<file path="src/rtl/multicycle_ctrl.sv">
// multicycle_ctrl: control FSM for a multicycle RV32 subset datapath.
//
// Sequences each instruction through IF -> ID -> EX -> (MEM) -> WB and decodes
// R, I, LW, SW and BR opcodes into datapath strobes. Data memory accesses wait
// for dReady up to MEM_WAIT_MAX cycles. An illegal instruction or a memory
// timeout parks the FSM in HALT with a sticky fault until rst.
//
// Ports:
//   clk       - clock, rising edge
//   rst       - synchronous active-high reset
//   instr     - current instruction, stable from ID through WB
//   zero      - ALU zero flag, selects branch outcome in WB
//   dReady    - data memory completion, sampled in MEM only
//   PCSrc, ALUSrc, RegWrite, MemtoReg, loadPC - datapath controls
//   ALUCtrl   - ALU operation select
//   MemRead, MemWrite - data memory strobes
//   state     - current FSM state (debug)
//   fault     - sticky error flag
module multicycle_ctrl #(
    parameter int unsigned MEM_WAIT_MAX = 16
) (
    input  logic        clk,
    input  logic        rst,
    input  logic [31:0] instr,
    input  logic        zero,
    input  logic        dReady,
    output logic        PCSrc,
    output logic        ALUSrc,
    output logic        RegWrite,
    output logic        MemtoReg,
    output logic        loadPC,
    output logic [3:0]  ALUCtrl,
    output logic        MemRead,
    output logic        MemWrite,
    output logic [2:0]  state,
    output logic        fault
);

    localparam logic [2:0] S_IF   = 3'b000;
    localparam logic [2:0] S_ID   = 3'b001;
    localparam logic [2:0] S_EX   = 3'b010;
    localparam logic [2:0] S_MEM  = 3'b011;
    localparam logic [2:0] S_WB   = 3'b100;
    localparam logic [2:0] S_HALT = 3'b101;

    localparam logic [6:0] OP_R  = 7'b0110011;
    localparam logic [6:0] OP_I  = 7'b0010011;
    localparam logic [6:0] OP_LW = 7'b0000011;
    localparam logic [6:0] OP_SW = 7'b0100011;
    localparam logic [6:0] OP_BR = 7'b1100011;

    localparam logic [3:0] ALU_AND = 4'b0000;
    localparam logic [3:0] ALU_OR  = 4'b0001;
    localparam logic [3:0] ALU_ADD = 4'b0010;
    localparam logic [3:0] ALU_SUB = 4'b0110;
    localparam logic [3:0] ALU_SLT = 4'b0111;
    localparam logic [3:0] ALU_SRL = 4'b1000;
    localparam logic [3:0] ALU_SLL = 4'b1001;
    localparam logic [3:0] ALU_SRA = 4'b1010;
    localparam logic [3:0] ALU_XOR = 4'b1101;

    localparam logic [6:0] F7_BASE = 7'b0000000;
    localparam logic [6:0] F7_ALT  = 7'b0100000;

    localparam logic [8:0] WAIT_LIMIT = 9'(MEM_WAIT_MAX);

    logic [2:0] r_state;
    logic [7:0] r_wait_cnt;
    logic       r_fault;

    logic [2:0] w_state_d;
    logic [7:0] w_wait_cnt_d;
    logic [8:0] w_wait_inc;

    logic [6:0] w_opcode;
    logic [2:0] w_funct3;
    logic [6:0] w_funct7;
    logic       w_is_r;
    logic       w_is_i;
    logic       w_is_lw;
    logic       w_is_sw;
    logic       w_is_br;
    logic       w_legal;
    logic [3:0] w_alu;
    logic       w_unused;

    assign w_opcode = instr[6:0];
    assign w_funct3 = instr[14:12];
    assign w_funct7 = instr[31:25];
    assign w_is_r   = (w_opcode == OP_R);
    assign w_is_i   = (w_opcode == OP_I);
    assign w_is_lw  = (w_opcode == OP_LW);
    assign w_is_sw  = (w_opcode == OP_SW);
    assign w_is_br  = (w_opcode == OP_BR);

    // Register numbers and immediates belong to the datapath.
    assign w_unused = ^{instr[24:15], instr[11:7]};

    // Instruction decode: ALU operation and legality.
    always_comb begin
        w_alu   = ALU_ADD;
        w_legal = 1'b0;
        case (w_opcode)
            OP_R, OP_I: begin
                w_legal = 1'b1;
                case (w_funct3)
                    3'b000: begin
                        // I-type has an immediate here, so funct7 is ignored.
                        if (w_is_i || w_funct7 == F7_BASE) begin
                            w_alu = ALU_ADD;
                        end else if (w_funct7 == F7_ALT) begin
                            w_alu = ALU_SUB;
                        end else begin
                            w_legal = 1'b0;
                        end
                    end
                    3'b101: begin
                        if (w_is_i) begin
                            w_alu = instr[30] ? ALU_SRA : ALU_SRL;
                        end else if (w_funct7 == F7_BASE) begin
                            w_alu = ALU_SRL;
                        end else if (w_funct7 == F7_ALT) begin
                            w_alu = ALU_SRA;
                        end else begin
                            w_legal = 1'b0;
                        end
                    end
                    3'b111:  w_alu = ALU_AND;
                    3'b110:  w_alu = ALU_OR;
                    3'b100:  w_alu = ALU_XOR;
                    3'b010:  w_alu = ALU_SLT;
                    3'b001:  w_alu = ALU_SLL;
                    default: w_legal = 1'b0;
                endcase
            end
            OP_LW, OP_SW: begin
                w_legal = 1'b1;
                w_alu   = ALU_ADD;
            end
            OP_BR: begin
                w_alu   = ALU_SUB;
                w_legal = (w_funct3 == 3'b000) || (w_funct3 == 3'b001);
            end
            default: w_legal = 1'b0;
        endcase
    end

    assign w_wait_inc = {1'b0, r_wait_cnt} + 9'd1;

    // Next-state logic.
    always_comb begin
        w_state_d    = r_state;
        w_wait_cnt_d = r_wait_cnt;
        case (r_state)
            S_IF: w_state_d = S_ID;
            S_ID: w_state_d = w_legal ? S_EX : S_HALT;
            S_EX: begin
                if (w_is_lw || w_is_sw) begin
                    w_state_d    = S_MEM;
                    w_wait_cnt_d = 8'd0;
                end else begin
                    w_state_d = S_WB;
                end
            end
            S_MEM: begin
                // Completion wins over a timeout landing in the same cycle.
                if (dReady) begin
                    w_state_d = S_WB;
                end else begin
                    w_wait_cnt_d = w_wait_inc[7:0];
                    if (w_wait_inc >= WAIT_LIMIT) begin
                        w_state_d = S_HALT;
                    end
                end
            end
            S_WB:    w_state_d = S_IF;
            S_HALT:  w_state_d = S_HALT;
            default: w_state_d = S_HALT;
        endcase
    end

    always_ff @(posedge clk) begin
        if (rst) begin
            r_state    <= S_IF;
            r_wait_cnt <= 8'd0;
            r_fault    <= 1'b0;
        end else begin
            r_state    <= w_state_d;
            r_wait_cnt <= w_wait_cnt_d;
            if (w_state_d == S_HALT) begin
                r_fault <= 1'b1;
            end
        end
    end

    // Outputs depend only on registered state, instr and zero.
    always_comb begin
        PCSrc    = 1'b0;
        ALUSrc   = 1'b0;
        RegWrite = 1'b0;
        MemtoReg = 1'b0;
        loadPC   = 1'b0;
        ALUCtrl  = 4'b0000;
        MemRead  = 1'b0;
        MemWrite = 1'b0;
        if (r_state == S_EX || r_state == S_MEM || r_state == S_WB) begin
            ALUCtrl = w_alu;
            ALUSrc  = w_is_i || w_is_lw || w_is_sw;
        end
        if (r_state == S_MEM) begin
            MemRead  = w_is_lw;
            MemWrite = w_is_sw;
        end
        if (r_state == S_WB) begin
            loadPC   = 1'b1;
            RegWrite = w_is_r || w_is_i || w_is_lw;
            MemtoReg = w_is_lw;
            PCSrc    = w_is_br && (((w_funct3 == 3'b000) && zero) ||
                                   ((w_funct3 == 3'b001) && !zero));
        end
    end

    assign state = r_state;
    assign fault = r_fault;

endmodule

</file>
<file path="config.mk">
export PLATFORM = sky130hd
export DESIGN_NAME = multicycle_ctrl
export DESIGN_NICKNAME = d
export VERILOG_FILES = /design/src/rtl/multicycle_ctrl.sv
export SDC_FILE = /design/constraint.sdc
export NUM_CORES = 1
export LEC_CHECK = 0
export BUFFER_PORTS_ARGS = -buffer_cell sky130_fd_sc_hd__buf_2
export CAP_MARGIN = 20
export CORE_UTILIZATION = 46
export CTS_CLUSTER_DIAMETER = 40
export CTS_CLUSTER_SIZE = 14
export DETAILED_ROUTE_END_ITERATION = 6
export GPL_ROUTABILITY_DRIVEN = 0
export PLACE_DENSITY_LB_ADDON = 0.08
export REMOVE_ABC_BUFFERS = 1
export SLEW_MARGIN = 40
export SYNTH_ARGS = -nofsm -noshare
export SYNTH_HDL_FRONTEND = slang
export SYNTH_SLANG_ARGS = --single-unit
export TNS_END_PERCENT = 20
</file>
<file path="constraint.sdc">
create_clock -name clk -period 1.9 [get_ports clk]
set_input_delay 0.19 -clock clk [delete_from_list [all_inputs] [get_ports clk]]
set_output_delay 0.19 -clock clk [all_outputs]
set_load 0.01 [all_outputs]
</file>
==> results of run 1 <==
[cell usage after synthesis, drive strengths merged (5+ instances only)]
library cell  instances
nor2                 14
buf                   5
dfxtp                12
o21ai                 6
nand2                10
inv                   7
nor4                  5
or4                   5
nor3                  5
a21oi                 7
nand2b                5
nand3                 5
[flip-flops by register name, indices dropped and copies added (netlist names)]
name	count
r_wait_cnt	8
state	3
fault	1
[layout make-up]
type / count / area, sq um
Sequential cell: 12 / 242.7
Clock buffer: 4 / 36.28
Fill cell: 214 / 864.6
Tap cell: 28 / 35.03
Timing Repair Buffer: 43 / 235.2
Inverter: 7 / 26.28
Multi-Input combinational cell: 114 / 750.7
[metal layers]
metal / share of wire, % / track usage (%) / wire length [um]
met5: 0 / 0 / 0
met4: 0.56 / 6.667 / 15
met3: 3.8 / 4.012 / 103
met2: 50 / 40.32 / 1347
met1: 45 / 29.05 / 1212
[metrics by stage]
step / worst slack [ns] / hold WS, ns
floorplan: 0.06483 / 0.2591
global placement: 0.1764 / 0.4947
detailed placement: 0.08732 / 0.4986
CTS: -0.04499 / 0.1973
global route: -0.07061 / 0.2032
finish: -0.008176 / 0.2071
[worst max path at each step]
stage,start,to,slack (ns),depth (start not counted)
global placement,instr[26],fault,0.18,5
global route,state[1],ALUCtrl[2],-0.07,5
CTS,state[2],ALUCtrl[2],-0.04,5
finish,state[1],ALUCtrl[2],-0.008,5
detailed placement,instr[26],fault,0.09,5
floorplan,state[0],ALUCtrl[3],0.06,4
[worst register-to-register path, stage by stage (launching register included)]
cell,delay [ns]
dfxtp_1,0.32
buf_4,0.17
nor3_1,0.24
a21oi_1,0.24
or4_1,0.52
a21oi_1,0.14
[cell families after synthesis]
logic type	count (synthesis)
and+or+nand+nor	67
AOI/OAI and AO/OA	41
DFF	12
adders and majority gates	2
buffers and inverters	16
xor gates and xnor gates	4
[timing repair]
action / CTS / global route
resized for setup: 2 / 2
endpoints found under the hold margin: 0 / 0
setup endpoints to repair: 2 / 4
buffers inserted: 2 / 0
hold buffers: 0 / 0
pin swaps: 5 / 1
[power groups by stage]
stage               Clock, mW  Combinational (mW)  Sequential, mW
floorplan                   0               0.111           0.309
global placement            0               0.247           0.282
detailed placement          0               0.251           0.283
CTS                     0.215               0.261           0.278
global route            0.224               0.288           0.281
finish                  0.203               0.261           0.278
==> results.json, run 1 <==
{
  "cp_slowest_cell": "or3b_4",
  "setup_violations": 1,
  "start_util_pct": 48.32,
  "area_growth_pct": 25.30,
  "synthAdderAreaFrac_pct": 2.364,
  "r2r_start": "state[0]",
  "synth_simple_gate_area_share_pct": 36.76,
  "htreeDepth": 1,
  "synth-compound-area-share_pct": 28.01,
  "p_leak_nw": 0.5495,
  "cp_data_required_time_ns": 1.71,
  "synth_warnings": 0,
  "cap_viol_max_count": 0,
  "drt-initial-drc-count": 31,
  "relSlewSlack_pct": 57.96,
  "end_kind": "primary output",
  "rows": 17,
  "drive_gt1_share_pct": 31.67,
  "chipWidth_um": 49.97,
  "tightestPinTransition_ns": 0.6305,
  "cts_tree": "built",
  "finalHoldViolCount": 0,
  "cts_buffers": 3,
  "dp_hpwl_mm": 2.103,
  "violations": "setup timing",
  "seqPwrFrac_pct": 37.5,
  "grt_pass1_wl_mm": 4.588,
  "worst-setup-path-type": "reg2out",
  "rsz0062_at_grt": "true",
  "reg2reg_slack_ns": 0.21,
  "max_freq_mhz": 524.1,
  "switching_share_pct": 32.58,
  "p_switching_uw": 241.8,
  "powerDensity_nw_per_um2": 559.7,
  "final_area_sq_um": 1326,
  "grt_max_degree": 14,
  "finalPower_uw": 742.2,
  "wl_mm": 2.678,
  "whs_path_depth": 2,
  "cp.arrival_ns": 1.72,
  "clockRootBuffer": "clkbuf_4",
  "clkSinkCount": 12,
  "synth_edf_count": 0,
  "synthMuxAreaShare_pct": 0,
  "crit_buf_inv": 1,
  "diodes": 0,
  "clkTransAtPathRegs_ns": 0.08,
  "holdPathEnd": "state[2]",
  "reg2reg_depth": 5,
  "synth_top_family_by_area": "simple AND/OR/NAND/NOR gates",
  "io_pins": 51,
  "pwr-share-clk_pct": 27.4,
  "die_h_um": 49.97,
  "overflow": 0,
  "skew_ns": 0.005938,
  "antenna_found_initial": 0,
  "slew_violations": 0,
  "power_frac_comb_pct": 35.2,
  "ant_nets": 0,
  "synth_flop_cell": "dfxtp_1",
  "synth_area_per_cell_sq_um": 7.454,
  "async_reset_ff_share_pct": 0,
  "fin_util_pct": 60.54,
  "cp_max_fo": 3,
  "critPathTopFamily": "simple AND/OR/NAND/NOR gates",
  "cp_slowest_stage_delay_ns": 0.39,
  "timing.rr.end": "r_wait_cnt[3]",
  "fin_setup_tns_ns": -0.008176,
  "path_cells": "or3b_4 -> and2_4 -> or2_4 -> o32ai_2 -> buf_2",
  "fin_ws_ns": -0.008176,
  "ys_seq_elements": 12,
  "drc": 0,
  "clk_latency_ns": 0.27,
  "place_area_sq_um": 1267,
  "yosys.cell_types.count": 47,
  "power.internal_uw": 500.4,
  "layout_common_cells": "buf_2 (35), nor2_1 (13), nand2_1 (10), dfxtp_1 (10), buf_4 (8)",
  "layout_commonest_cell": "buf_2",
  "final_cells": 208,
  "vias": 1207,
  "placed_cells": 202,
  "vias_per_cell": 5.803,
  "ys_seq_area_share_pct": 22.70,
  "gr-usage-all-layers_pct": 23.25,
  "finalWorstPathRequiredPeriod_ns": 1.908,
  "io_buffers": 35,
  "coreArea_sq_um": 2191,
  "vdd_ir_drop_max_uv": 393.5,
  "start_kind": "register",
  "fin_crit_sh_pct": 100.4,
  "layout.nets": 219,
  "synthCells": 142,
  "die_area_sq_um": 2497,
  "synth_top_area_share_pct": 22.70,
  "syn-cell-area_sq_um": 1059,
  "drtPass1Iterations": 4,
  "hp-class": "in2reg",
  "clockBufferDepth": 2,
  "grt_pass1_vias": 1074,
  "ys_top_cells_by_area": "dfxtp_1 (23%), nor2_1 (5.0%), nand2_1 (3.5%), or4_1 (3.5%), a21oi_1 (3.3%)",
  "hold_start": "rst",
  "status": "complete, but fails checks",
  "routedWlPerCell_um": 12.88,
  "synth_top_area_cell": "dfxtp_1",
  "synth-xor-area-share_pct": 3.310
}
(Power assumes the default switching activity.)
==> inputs of run 2 (changes only) <==
==> constraint.sdc (replaced) <==
create_clock -name clk -period 1.9 [get_ports clk]
set_input_delay 0.38 -clock clk [delete_from_list [all_inputs] [get_ports clk]]
set_output_delay 0.38 -clock clk [all_outputs]
set_load 0.01 [all_outputs]
==> run 2 against run 1 <==
Net effect: the flow still finishes with violations (setup timing); sequential power hardly changed; power is 3.3% higher; clock power is 2% higher; via count is 7.0% higher; cell area is 7.5% higher; largest power group is now combinational logic.
==> results.json, run 2 (same netlist as run 1, synthesis figures left out) <==
{
  "drtPass1Iterations": 5,
  "rows": 17,
  "cp_slowest_cell": "or3b_4",
  "slew_violations": 0,
  "switching_share_pct": 33.45,
  "cts_tree": "built",
  "dpl_worst_slack_ns": -0.1106,
  "finalHoldViolCount": 0,
  "p_switching_uw": 256.6,
  "hp-class": "in2reg",
  "dp_hpwl_mm": 2.219,
  "end_kind": "primary output",
  "r2r_start": "state[0]",
  "diodes": 0,
  "violations": "setup timing",
  "clkTransAtPathRegs_ns": 0.08,
  "start_kind": "register",
  "pwr-share-clk_pct": 27.1,
  "clockRootBuffer": "clkbuf_4",
  "fin_crit_sh_pct": 111.6,
  "finalPower_uw": 767.1,
  "io_pins": 51,
  "place_area_sq_um": 1350,
  "clkSinkCount": 12,
  "rsz0062_at_grt": "true",
  "cp_slowest_stage_delay_ns": 0.39,
  "vias_per_cell": 5.954,
  "crit_buf_inv": 1,
  "overflow": 0,
  "fin_ws_ns": -0.2213,
  "timing.rr.end": "r_wait_cnt[3]",
  "max_freq_mhz": 471.4,
  "cap_viol_max_count": 0,
  "layout_common_cells": "buf_2 (35), buf_4 (17), nor2_1 (14)",
  "grt_pass1_wl_mm": 4.795,
  "p_leak_nw": 0.5936,
  "worst-setup-path-type": "reg2out",
  "powerDensity_nw_per_um2": 538.3,
  "power_frac_comb_pct": 36.7,
  "largest_register_ffs": 8,
  "die_h_um": 49.97,
  "wl_mm": 2.917,
  "grt_pass1_vias": 1094,
  "ant_nets": 0,
  "fill_cells": 206,
  "skew_ns": 0.01020,
  "holdPathEnd": "state[2]",
  "critPathTopFamily": "simple AND/OR/NAND/NOR gates",
  "setup_violations": 6,
  "layout.nets": 228,
  "area_growth_pct": 34.63,
  "regMostFlops": "r_wait_cnt",
  "clockBufferDepth": 2,
  "hold_start": "rst",
  "routedWlPerCell_um": 13.44,
  "tightestPinTransition_ns": 0.6161,
  "path_cells": "or3b_4 -> and2_4 -> or2_4 -> o32ai_2 -> buf_2",
  "drt-initial-drc-count": 37,
  "crit_start": "state[0]",
  "reg2reg_slack_ns": 0.18,
  "clk_latency_ns": 0.28,
  "chipWidth_um": 49.97,
  "cts_buffers": 3,
  "gr-usage-all-layers_pct": 24.94,
  "die_area_sq_um": 2497,
  "htreeDepth": 1,
  "cp_data_required_time_ns": 1.52,
  "relSlewSlack_pct": 58.93,
  "post-cts-setup-buffers": 0,
  "start_util_pct": 48.32,
  "coreArea_sq_um": 2191,
  "vdd_ir_drop_max_uv": 408.4,
  "finalWorstPathRequiredPeriod_ns": 2.121,
  "power.internal_uw": 510.5,
  "drive_gt1_share_pct": 37.57,
  "antenna_found_initial": 0,
  "status": "complete, but fails checks",
  "cp_max_fo": 3,
  "vias": 1292,
  "seqPwrFrac_pct": 36.2,
  "layout_commonest_cell": "buf_2",
  "reg2reg_depth": 5,
  "grt_max_degree": 14,
  "drc": 0,
  "io_buffers": 35,
  "final_area_sq_um": 1425,
  "whs_path_depth": 2,
  "cp.arrival_ns": 1.74
}
==> run 2: cell types whose count changed in the layout (fill, tap and decap cells not counted) <==
cell	before	now
buf_4	8	17
nor3_1	5	3
nor3_2	0	2
nor4_1	4	2
nor4_2	1	3
a2111oi_0	1	0
a2111oi_2	0	1
a211oi_1	4	3
a211oi_2	0	1
nor2_1	13	14
nor2_2	1	0
==> run 2: worst max path at each step <==
stage	cells after the start	to	slack (ns)
2_1_floorplan	4	ALUCtrl[3]	-0.13
3_3_place_gp	7	ALUCtrl[1]	-0.07
3_5_place_dp	7	ALUCtrl[1]	-0.11
4_1_cts	5	ALUCtrl[2]	-0.24
5_1_grt	5	ALUCtrl[2]	-0.29
6_report	5	ALUCtrl[2]	-0.22
==> run 2: layout make-up <==
class                      instances  area, sq um  share of cell area, %
inverter                           7        26.28                  1.844
sequential                        12        242.7                  17.03
tap                               28        35.03                  2.458
clock buffer                       4        36.28                  2.546
timing repair buffer              52        302.8                  21.25
multi-input combinational        114        782.0                  54.87
==> run 2: power groups by stage <==
stage	Combinational, mW	Clock [mW]	Sequential, mW
2_1_floorplan	0.111	0	0.309
3_3_place_gp	0.263	0	0.282
3_5_place_dp	0.267	0	0.283
4_1_cts	0.275	0.214	0.277
5_1_grt	0.308	0.230	0.280
6_report	0.282	0.208	0.277
==> run 2: per-layer routing <==
| layer | part of all wire, % | track usage (%) | vias to the layer above |
|---|---|---|---|
| met4 | 1.3 | 9.048 | 0 |
| met1 | 42 | 29.81 | 602 |
| met3 | 5.5 | 4.321 | 7 |
| met2 | 51 | 43.92 | 49 |
| li1 | - | - | 634 |
| met5 | 0 | 0 | - |
==> run 2: metrics by stage <==
stage               util [%]  setup TNS [ns]  cells  hold slack (ns)
finish                 65.05         -0.7163    217           0.3898
global route           65.05          -1.144    217           0.3837
CTS                    64.25         -0.7514    217           0.3816
detailed placement     61.62         -0.2022    213           0.5112
global placement       61.62         -0.1890    213           0.4890
floorplan                  -         -0.2313    133           0.4491
==> run 2: repair_timing <==
item	in CTS	in global routing
pin swaps	4	0
hold buffers	0	0
endpoints found under the setup margin	6	9
endpoints found under the hold margin	0	0
resized for setup	6	4
